[config.mk]
export PLATFORM = sky130hd
export DESIGN_NAME = writeback_sequencer
export DESIGN_NICKNAME = d
export VERILOG_FILES = /design/src/rtl/writeback_sequencer.sv
export SDC_FILE = /design/constraint.sdc
export NUM_CORES = 1
export LEC_CHECK = 0
export BUFFER_PORTS_ARGS = -buffer_cell sky130_fd_sc_hd__buf_2
export CAP_MARGIN = 30
export CORE_MARGIN = 3
export CORE_UTILIZATION = 35
export CTS_CLUSTER_DIAMETER = 120
export CTS_CLUSTER_SIZE = 10
export DETAILED_ROUTE_END_ITERATION = 8
export PLACE_DENSITY = 0.66
export SLEW_MARGIN = 20
export SYNTH_ARGS = -nofsm -noshare
export SYNTH_HDL_FRONTEND = slang
export SYNTH_SLANG_ARGS = --single-unit
[constraint.sdc]
create_clock -name clock -period 2.25 [get_ports clock]
set_clock_uncertainty 0.15 [all_clocks]
set_input_delay 0.675 -clock clock [delete_from_list [all_inputs] [get_ports clock]]
set_output_delay 0.675 -clock clock [all_outputs]
set_load 0.1 [all_outputs]
[src/rtl/writeback_sequencer.sv]
// writeback_sequencer
// Write-back stage between the MEM/WB boundary and a single-write-port
// register file. Ordinary instructions produce one write strobe; load-pair
// (LDP) produces two back-to-back writes, back-pressuring MEM for one cycle.
// Writes to register 31 (XZR) are suppressed. Keeps a retired-instruction count.
//
// Ports:
//   clock           - single clock, rising-edge
//   reset           - synchronous, active-low
//   In_valid        - MEM stage presents a retiring instruction
//   In_ready        - sequencer accepts this cycle (transfer = In_valid & In_ready)
//   In_RegWrite     - instruction writes a register
//   In_MemtoReg     - 1: write memory data, 0: write ALU result
//   In_Pair         - LDP second destination present (only with In_MemtoReg=1)
//   In_Rd, In_Rd2   - first / second destination index
//   In_ALU_result   - ALU result
//   In_Mem_data     - load data, first word
//   In_Mem_data2    - load data, second word
//   Write_register  - register-file write index
//   Write_data      - register-file write data
//   RegWrite        - register-file write strobe
//   Stall           - ~In_ready, to the hazard unit
//   Retired_count   - instructions accepted since reset (wraps)

module writeback_sequencer #(
    parameter int unsigned DATA_WIDTH = 64,
    parameter int unsigned ADDR_WIDTH = 5
) (
    input  logic                  clock,
    input  logic                  reset,
    input  logic                  In_valid,
    output logic                  In_ready,
    input  logic                  In_RegWrite,
    input  logic                  In_MemtoReg,
    input  logic                  In_Pair,
    input  logic [ADDR_WIDTH-1:0] In_Rd,
    input  logic [ADDR_WIDTH-1:0] In_Rd2,
    input  logic [DATA_WIDTH-1:0] In_ALU_result,
    input  logic [DATA_WIDTH-1:0] In_Mem_data,
    input  logic [DATA_WIDTH-1:0] In_Mem_data2,
    output logic [ADDR_WIDTH-1:0] Write_register,
    output logic [DATA_WIDTH-1:0] Write_data,
    output logic                  RegWrite,
    output logic                  Stall,
    output logic [31:0]           Retired_count
);

    localparam logic [ADDR_WIDTH-1:0] XzrIdx = ADDR_WIDTH'(31);

    typedef enum logic {
        StAccept,
        StSecond
    } state_e;

    state_e                  state_q;
    logic [ADDR_WIDTH-1:0]   wr_reg_q;
    logic [DATA_WIDTH-1:0]   wr_data_q;
    logic                    reg_write_q;
    logic [ADDR_WIDTH-1:0]   hold_rd_q;
    logic [DATA_WIDTH-1:0]   hold_data_q;
    logic [31:0]             retired_q;

    // Pair is only honoured for a register-writing load.
    logic is_pair;
    assign is_pair = In_RegWrite & In_MemtoReg & In_Pair;

    always_ff @(posedge clock) begin
        if (!reset) begin
            // Also aborts a pending second write when taken in StSecond.
            state_q     <= StAccept;
            wr_reg_q    <= '0;
            wr_data_q   <= '0;
            reg_write_q <= 1'b0;
            hold_rd_q   <= '0;
            hold_data_q <= '0;
            retired_q   <= '0;
        end else begin
            unique case (state_q)
                StAccept: begin
                    // In_ready is 1 here, so In_valid alone marks a transfer.
                    if (In_valid) begin
                        wr_reg_q    <= In_Rd;
                        wr_data_q   <= In_MemtoReg ? In_Mem_data : In_ALU_result;
                        reg_write_q <= In_RegWrite & (In_Rd != XzrIdx);
                        retired_q   <= retired_q + 32'd1;
                        if (is_pair) begin
                            hold_rd_q   <= In_Rd2;
                            hold_data_q <= In_Mem_data2;
                            state_q     <= StSecond;
                        end
                    end else begin
                        reg_write_q <= 1'b0;
                    end
                end
                StSecond: begin
                    // Upstream holds its instruction; In_valid is ignored here.
                    wr_reg_q    <= hold_rd_q;
                    wr_data_q   <= hold_data_q;
                    reg_write_q <= (hold_rd_q != XzrIdx);
                    state_q     <= StAccept;
                end
            endcase
        end
    end

    // Ready depends on state only: no combinational path from In_valid.
    assign In_ready       = (state_q == StAccept);
    assign Stall          = ~In_ready;
    assign Write_register = wr_reg_q;
    assign Write_data     = wr_data_q;
    assign RegWrite       = reg_write_q;
    assign Retired_count  = retired_q;

endmodule

Yosys cells after proc, flatten, opt, wreduce, memory -nomap -nowiden
Index checks and enable logic that the tools add are counted.
Operators by class
  bitwise gates (word level): 4
  mux-type cells: 10
  reductions and logical operators: 2
  eq/ne operators: 3
  add/subtract/negate cells: 1
Operators with widths (count)
  two-way mux 64 bit: 2
  one-hot mux 64 bit (2 select lines): 1
  adder 32 x 1 -> 32 bit (second input constant): 1
  != test 5 bit (second input constant): 2
  one-hot mux 5 bit (2 select lines): 1
  two-way mux 5 bit: 1
  one-hot mux 1 bit (2 select lines): 2
  bitwise AND 1 bit: 3
  two-way mux 1 bit: 3
  AND reduction 3 bit: 1
  != test 2 bit (second input constant): 1
  AND reduction 2 bit: 1
  inverter 1 bit: 1
Storage, ports and cells
  bits of input ports: 208
  output and inout bits: 104
  register bits: 172

Longest topological paths before layout
Gate-level depths: netlist of run 1.
  depth in word-level cells: 5
  mapped depth: 9
  mapped depth without buffers: 5

Worst setup path after synthesis of run 1
OpenSTA, ideal clock, no wires.
  path type: register to output
  start: register state_q, in the netlist Stall
  end: output port In_ready
  required time: 1.425 ns
  path buffers: 3
  stages on the path, launching flop included: 5
  path slack: -0.774 ns
  arrival: 2.199 ns
  cell sequence: dfxtp_1 clkbuf_1 clkbuf_1 clkbuf_1 inv_1
Between the ends
  cells in the longest elaborated chain, start to end: 1
RTL lines
  start: declaration: line 55  | state_e state_q;
  start signal: assignment: line 70  | state_q <= StAccept;
  start signal: assignment: line 89  | state_q <= StSecond;
  start signal: assignment: line 100  | state_q <= StAccept;
  inverter 1 bit (no source line)
  end: declaration: line 32  | output logic In_ready,
No other way between the ends.

Worst setup path in the final report of run 1
  start: register state_q, in the netlist Stall
  end: output port Stall
RTL lines
  end: declaration: line 44  | output logic Stall,
No word-level cell between the ends.

==> flow_summary.ini, run 1 <==
[run_status]
status = complete, no violations

[clocking]
clk_latency_ps = 420
ctsResizeCount = 3
h-tree-depth = 4
clk_pin_slew_worst_paths_ps = 60
clock-sinks = 172
cts_hold_buf = 0
cts_tree = done
cts-root-buf = clkbuf_16
clock_path_buffers = 2
numCtsBuffers = 17
post_cts_buffers = 0

[logic_synthesis]
synth_seq_cells = 172
netlist_area_um2 = 7550
synth_area_per_cell_um2 = 7.99
synth.distinct_cells = 33
syn_nets = 1154
ys_warn_count = 0
syn_inst = 945
synth_seq_area_share_pct = 45.6

[global_routing]
grt_first_pass_wirelength_um = 36600
grt_max_degree = 90
grt_use_met2_pct = 31.8
grtUsageMet1_pct = 24.4
grt.total_usage_pct = 19.1
grt_overflow = 0
antenna_found_initial = 3
grtUsageMet3_pct = 4.22
grt_pass1_vias = 7135
grt_busiest_layer = met2

[worst_setup_path]
critical_path.max_stage_delay_ps = 360
cp-end-kind = output pin
crit_path_cell_trace = buf_8 -> buf_6 -> buf_12
path_delay_family = buffers and inverters
cp.arrival_ps = 1350
crit_slowest_cell = dfxtp_4
cp_num_buf_inv = 3
startpoint_type = register
path_max_fanout = 20
required_ps = 1420
crit_type = register to output pin

[floorplan]
ios = 312
start_util_pct = 35.8
die_h_um = 153
die-area_um2 = 23400
coreArea_um2 = 21100
die_x_um = 153
fp-row-count = 53

[drt]
first_iter_violations = 348
drc = 0
wl_per_cell_um = 15.3
wirelength_um = 23200
routed_via_density = 4.98
drt_pass1_iterations = 5
antenna_left = 0
dr_total_vias = 7572

[timing]
hold_violations = 0
fin_crit_sh_pct = 96.7
fmax_mhz = 460
slew_headroom_pct = 62.4
finalMaxSlewViolations = 0
tightestPinTransition_ps = 564
grt_setup_unrepaired = false
timing.final.crit_period_ps = 2180
setup_viol = 0

[finish]
layout_commonest_cell = buf_2
regArea_um2 = 3520
nFillCells = 2157
finish.net_count = 1438
final_core_util_pct = 48.4
multiInputGateArea_um2 = 3790
design_area_um2 = 10200
mostFrequentLayoutCells = buf_2, a21oi_1, nand2_1, nor2_1, dfxtp_1
drive_gt1_share_pct = 32.9
areaGrowthSynthToFinish_pct = 35.1

[hold_path]
hp-class = register to register

[placement]
post_dp_cell_area_um2 = 9600
hpwl_um = 16600
io_buffer_count = 311
place_congestion = 0.784

[power]
peakVddDrop_uv = 474
power.density_nw_per_um2 = 756
leakage_nw = 4.48

[flow_run]
drv_cap = 0
[worst register-to-register path, stage by stage, from the launching register on]
cell and delay [ps]:
dfxtp_4 380, nand4_2 160, or4_1 490, buf_4 200, or4_1 480, a21oi_1 170
[registers in the layout, summed over array words and instances, names as in the netlist]
signal          count
Write_data         64
hold_data_q        64
Retired_count      32
Write_register      5
hold_rd_q           5
RegWrite            1
Stall               1
[worst paths after layout]
path                                   startpoint                end  slack, ps  cells after the start
worst min-delay path               hold_data_q[6]     hold_data_q[6]        310                      2
worst max register to register  Retired_count[13]  Retired_count[28]        140                      5
worst max-delay path                        Stall              Stall         70                      3
worst min register to register     hold_data_q[6]     hold_data_q[6]        310                      2
[per-layer routing]
metal,wire length [µm],vias to the layer above
met5,13,-
met4,613,2
met3,1330,37
met2,11100,237
met1,10100,3423
li1,-,3873
[through the flow]
step           setup TNS [ps]  worst slack, ps  std cells  hold slack, ps  total power (W)
2_1_floorplan           -28.1            -28.1        945             287          0.00443
3_3_place_gp             -505            -97.9       1485             294          0.00485
3_5_place_dp             -647             -116       1485             297          0.00486
4_1_cts                     0             24.5       1517             306          0.00779
5_1_grt                     0             11.8       1519             321          0.00803
6_report                    0             74.2       1519             306          0.00771
[report_power, final]
| part | total (W) | leakage [nW] | switching (W) | internal, W |
|---|---|---|---|---|
| logic | 0.00156 | 2.77 | 0.00114 | 0.000424 |
| clock network | 0.00293 | 0.286 | 0.00126 | 0.00166 |
| registers | 0.00322 | 1.43 | 0.0000709 | 0.00315 |
[cell type report]
cell class,instances,area share [%]
multi-input combinational,690,37.1
inverter,5,0.245
clock inverter,11,1.05
clock buffer,21,4.72
antenna,2,0.0490
sequential,172,34.5
timing repair buffer,343,18.9
tap,275,3.37
[cell families after synthesis]
kind of cell             count (synthesis)  synth area share (%)
AND/OR/NAND/NOR                        363                  20.4
multiplexers                            71                  9.41
adder cells (fa/ha/maj)                  1                 0.166
AO/OA/AOI/OAI                          245                  18.9
flip-flops                             172                  45.6
buffers and inverters                   83                  4.31
XOR/XNOR                                10                  1.16
[synthesized netlist by cell type (all sizes together)]
library cell,instances,share of area [%]
nand2,152,7.6
and4,4,0.46
nand4b,1,0.12
nand4,10,0.99
nor3,2,0.13
xnor2,5,0.58
a21oi,157,10
a211oi,64,6.4
nor2,150,7.5
clkbuf,57,2.8
o211ai,1,0.099
ha,1,0.17
nor2b,1,0.083
nand3,12,0.80
dfxtp,172,46
inv,5,0.25
o41ai,2,0.23
or3,7,0.58
or4,14,1.4
buf,21,1.2
o311ai,2,0.23
mux2i,71,9.4
nor4,1,0.083
and3b,1,0.12
and3,4,0.33
or2,1,0.083
nand2b,3,0.25
o31ai,11,1.1
xor2,5,0.58
o21ai,8,0.53
Note: power is estimated with default switching activity, not from simulation.
==> run 2, diff against run 1 <==
SETUP_SLACK_MARGIN = 0.15   (was default)
==> run 2 against run 1 <==
  * Routed wire length fell by 0.38%
  * Sequential power barely moved
  * Utilization rose by 0.82 points
  * Clock-buffer cell count fell by 2
  * Cell count rose by 0.13%
  * Critical path type is now register to register
  * Critical endpoint is now Retired_count[29]
  * Largest cell class unchanged
  * Largest power group unchanged
  * Highest routed layer unchanged
==> flow_summary.ini, run 2 (synthesis results as in run 1) <==
[run_status]
status = complete, no violations

[finish]
final_core_util_pct = 49.2
finish.net_count = 1441
layout_commonest_cell = buf_2
regArea_um2 = 3540
mostFrequentLayoutCells = buf_2, a21oi_1, nand2_1, nor2_1, dfxtp_1
multiInputGateArea_um2 = 3830
drive_gt1_share_pct = 33.9
nFillCells = 2089
design_area_um2 = 10400
areaGrowthSynthToFinish_pct = 37.4

[timing]
timing.final.crit_period_ps = 2070
hold_violations = 0
setup_viol = 0
fin_crit_sh_pct = 92.1
tightestPinTransition_ps = 759
hold_ws_ps = 304
fmax_mhz = 483
finalMaxSlewViolations = 0
slew_headroom_pct = 49.4
grt_setup_unrepaired = true

[worst_setup_path]
cp-end-kind = register
ff2ff_path_depth = 5
required_ps = 2450
cp.arrival_ps = 2270
cp_num_buf_inv = 1
crit_type = register to register
path_common_cell = or4_4
crit_slowest_cell = or4_4
crit_path_cell_trace = nand4_4 -> or4_4 -> buf_12 -> or4_4 -> a21oi_2
critical_path.max_stage_delay_ps = 560
worst-path-stages = 5
path_delay_family = simple AND/OR/NAND/NOR gates
path_max_fanout = 18
startpoint_type = register

[clocking]
clk_latency_ps = 420
clock-sinks = 172
cts-root-buf = clkbuf_16
numCtsBuffers = 17
clk_pin_slew_worst_paths_ps = 70
cts_hold_buf = 0
cts_tree = done
h-tree-depth = 4
clock_path_buffers = 2

[drt]
wirelength_um = 23100
drc = 0
first_iter_violations = 279
drt_pass1_iterations = 4
wl_per_cell_um = 15.2
routed_via_density = 4.99
dr_total_vias = 7584
antenna_left = 0

[floorplan]
die-area_um2 = 23400
start_util_pct = 35.8
fp-row-count = 53
die_h_um = 153
die_x_um = 153
coreArea_um2 = 21100
ios = 312

[global_routing]
grt_pass1_vias = 7044
grt_max_degree = 128
grt_overflow = 0
antenna_found_initial = 5
grt.total_usage_pct = 19.2
grt_first_pass_wirelength_um = 36700

[power]
power.total_w = 0.00777
peakVddDrop_uv = 460
leakage_nw = 4.53
power.density_nw_per_um2 = 749

[placement]
post_dp_cell_area_um2 = 9660
hpwl_um = 16600
io_buffer_count = 311
place_congestion = 0.780

[flow_run]
drv_cap = 0

[hold_path]
hold_depth = 2
hp-class = register to register
==> run 2: cell count changes in the layout (fill, tap and decap cells not counted), sizes merged <==
cell      previous run  this run
buf                343       327
clkinvlp             3         2
inv                  7         9
clkbuf              21        38
clkinv               5         6
diode                2         1
==> run 2: layout make-up <==
cell class | instances | share of cell area, %
diodes | 1 | 0.0241
flip-flops and latches | 172 | 34.1
repair buffers | 346 | 19.6
inverters | 5 | 0.241
well taps | 275 | 3.32
multi-input cells | 690 | 36.9
clock inverters | 13 | 1.23
clock buffers | 19 | 4.58
==> run 2: worst paths after layout <==
| kind | start | endpoint | slack [ps] |
|---|---|---|---|
| max | Retired_count[5] | Retired_count[29] | 180 |
| min | hold_data_q[10] | hold_data_q[10] | 300 |
| max reg2reg | Retired_count[5] | Retired_count[29] | 180 |
| min reg2reg | hold_data_q[10] | hold_data_q[10] | 300 |
==> run 2: per-layer routing <==
| layer | wire length [µm] | global-route usage [%] |
|---|---|---|
| met2 | 11200 | 31.8 |
| met5 | 52 | 0 |
| met1 | 9920 | 24.6 |
| met4 | 419 | 5.26 |
| met3 | 1560 | 5.63 |
==> run 2: timing repair <==
item / 4_1_cts / 5_1_grt
resized for setup: 9 / 27
setup endpoints to repair: 9 / 26
pin swaps: 0 / 3
buffers inserted: 0 / 1
==> run 2: worst min-delay path, stage by stage, from the launching register on <==
cell and delay, ps:
dfxtp_1 310, nand2_1 50, a21oi_1 50
==> run 2: through the flow <==
stage	cells	worst slack [ps]	setup TNS (ps)
after detailed placement	1487	-104	-2000
final	1521	178	0
after floorplan	945	4.02	0
after CTS	1519	150	0
after global routing	1521	124	0
after global placement	1487	-84.2	-497
==> run 2: power by group <==
part / internal [W] / switching [W]
logic: 0.000433 / 0.00114
clock network: 0.00168 / 0.00131
registers: 0.00314 / 0.0000679
total: 0.00526 / 0.00251
==> run 3, diff against run 2 <==
RECOVER_POWER = 50   (was default)
==> run 3 against run 2 <==
  * Sequential power is essentially flat
  * Critical path depth grew 1
  * Design area shrank 0.66%
  * Worst hold slack is essentially flat
  * Largest power group unchanged
==> flow_summary.ini, run 3 (synthesis results as in run 1) <==
[run_status]
status = complete, no violations

[clocking]
numCtsBuffers = 17
h-tree-depth = 4
cts_tree = done
clk_latency_ps = 420
clock_path_buffers = 2
cts_hold_buf = 0
clock-sinks = 172
clk_pin_slew_worst_paths_ps = 70
cts-root-buf = clkbuf_16

[drt]
drc = 0
wirelength_um = 23100
first_iter_violations = 282
antenna_left = 0
drt_pass1_iterations = 4
routed_via_density = 5.00
dr_total_vias = 7608
wl_per_cell_um = 15.2

[hold_path]
hp-class = register to register
hold_depth = 2

[placement]
io_buffer_count = 311
hpwl_um = 16600
place_congestion = 0.780

[floorplan]
coreArea_um2 = 21100
die_x_um = 153
ios = 312
fp-row-count = 53
start_util_pct = 35.8
die-area_um2 = 23400
die_h_um = 153

[global_routing]
grt_overflow = 0
grt_max_degree = 128
grt.total_usage_pct = 19.2
antenna_found_initial = 5
grt_first_pass_wirelength_um = 36700
grt_pass1_vias = 7044

[flow_run]
drv_cap = 0

[worst_setup_path]
startpoint_type = input port
cp-end-kind = register
crit_type = input port to register
required_ps = 2420
path_max_fanout = 20
ff2ff_path_depth = 5
cp.arrival_ps = 2270

[power]
power.density_nw_per_um2 = 753
power.total_w = 0.00776
peakVddDrop_uv = 460
leakage_nw = 4.49

[timing]
fin_crit_sh_pct = 93.4
slew_headroom_pct = 46.0
tightestPinTransition_ps = 810
setup_viol = 0
fmax_mhz = 476
finalSetupTns_ps = 0
finalMaxSlewViolations = 0
timing.final.crit_period_ps = 2100
grt_setup_unrepaired = true
hold_violations = 0
hold_ws_ps = 304

[finish]
drive_gt1_share_pct = 33.3
layout_commonest_cell = buf_2
mostFrequentLayoutCells = buf_2, a21oi_1, nand2_1, nor2_1, dfxtp_1
areaGrowthSynthToFinish_pct = 36.5
nFillCells = 2102
finish.net_count = 1441
[run 3: changes by cell type in the layout (fill, tap and decap cells not counted)]
cell and change:
and4_1 +1, and4_2 -1, or2_4 -1, buf_12 -3, clkbuf_1 +6, clkbuf_2 +2
buf_4 -10, clkbuf_4 +5, or2_0 +1
[run 3: layout make-up]
cell class	instances	area (µm²)	share of cell area, %
well taps	275	344	3.34
clock inverters	13	128	1.24
flip-flops and latches	172	3540	34.3
inverters	5	25.0	0.243
clock buffers	19	475	4.61
multi-input cells	690	3830	37.1
repair buffers	346	1970	19.1
diodes	1	2.50	0.0243
[run 3: metal layers]
layer	up-vias	routed length [µm]	share of wire, %	track usage [%]
li1	3868	-	-	-
met1	3429	9860	43	24.6
met2	268	11100	48	31.8
met3	35	1650	7.1	5.63
met4	8	452	2.0	5.26
met5	-	52	0.23	0
[run 3: power breakdown]
part	switching (W)	internal, W	total (W)
combinational	0.00114	0.000425	0.00156
clock	0.00131	0.00168	0.00299
sequential	0.0000681	0.00314	0.00321
[run 3: worst max-delay path, stage by stage]
cell      delay [ps]
clkbuf_2         430
clkbuf_4         510
mux2i_1          320
a211oi_1         110
a21oi_1          150
nor2_1            50
[run 3: path summary, 6_finish.rpt]
kind	start	slack [ps]	endpoint
setup / recovery	In_MemtoReg	150	Write_data[41]
hold reg to reg	hold_data_q[10]	300	hold_data_q[10]
hold / removal	hold_data_q[10]	300	hold_data_q[10]
setup reg to reg	Retired_count[5]	180	Retired_count[29]
[run 3: per-stage QoR]
| step | area, µm² | worst slack, ps | utilization, % | std cells |
|---|---|---|---|---|
| 2_1_floorplan | 7750 | 4.02 | - | 945 |
| 3_3_place_gp | 9660 | -84.2 | 45.8 | 1487 |
| 3_5_place_dp | 9660 | -104 | 45.8 | 1487 |
| 4_1_cts | 10300 | 150 | 48.8 | 1519 |
| 5_1_grt | 10300 | 83.7 | 48.9 | 1521 |
| 6_report | 10300 | 147 | 48.9 | 1521 |
[run 3: timing repair]
item,CTS,global route
endpoints found under the setup margin,9,26
pin swaps,0,3
endpoints found under the hold margin,0,0
resized for setup,9,27
gates cloned,0,0
buffers inserted,0,1
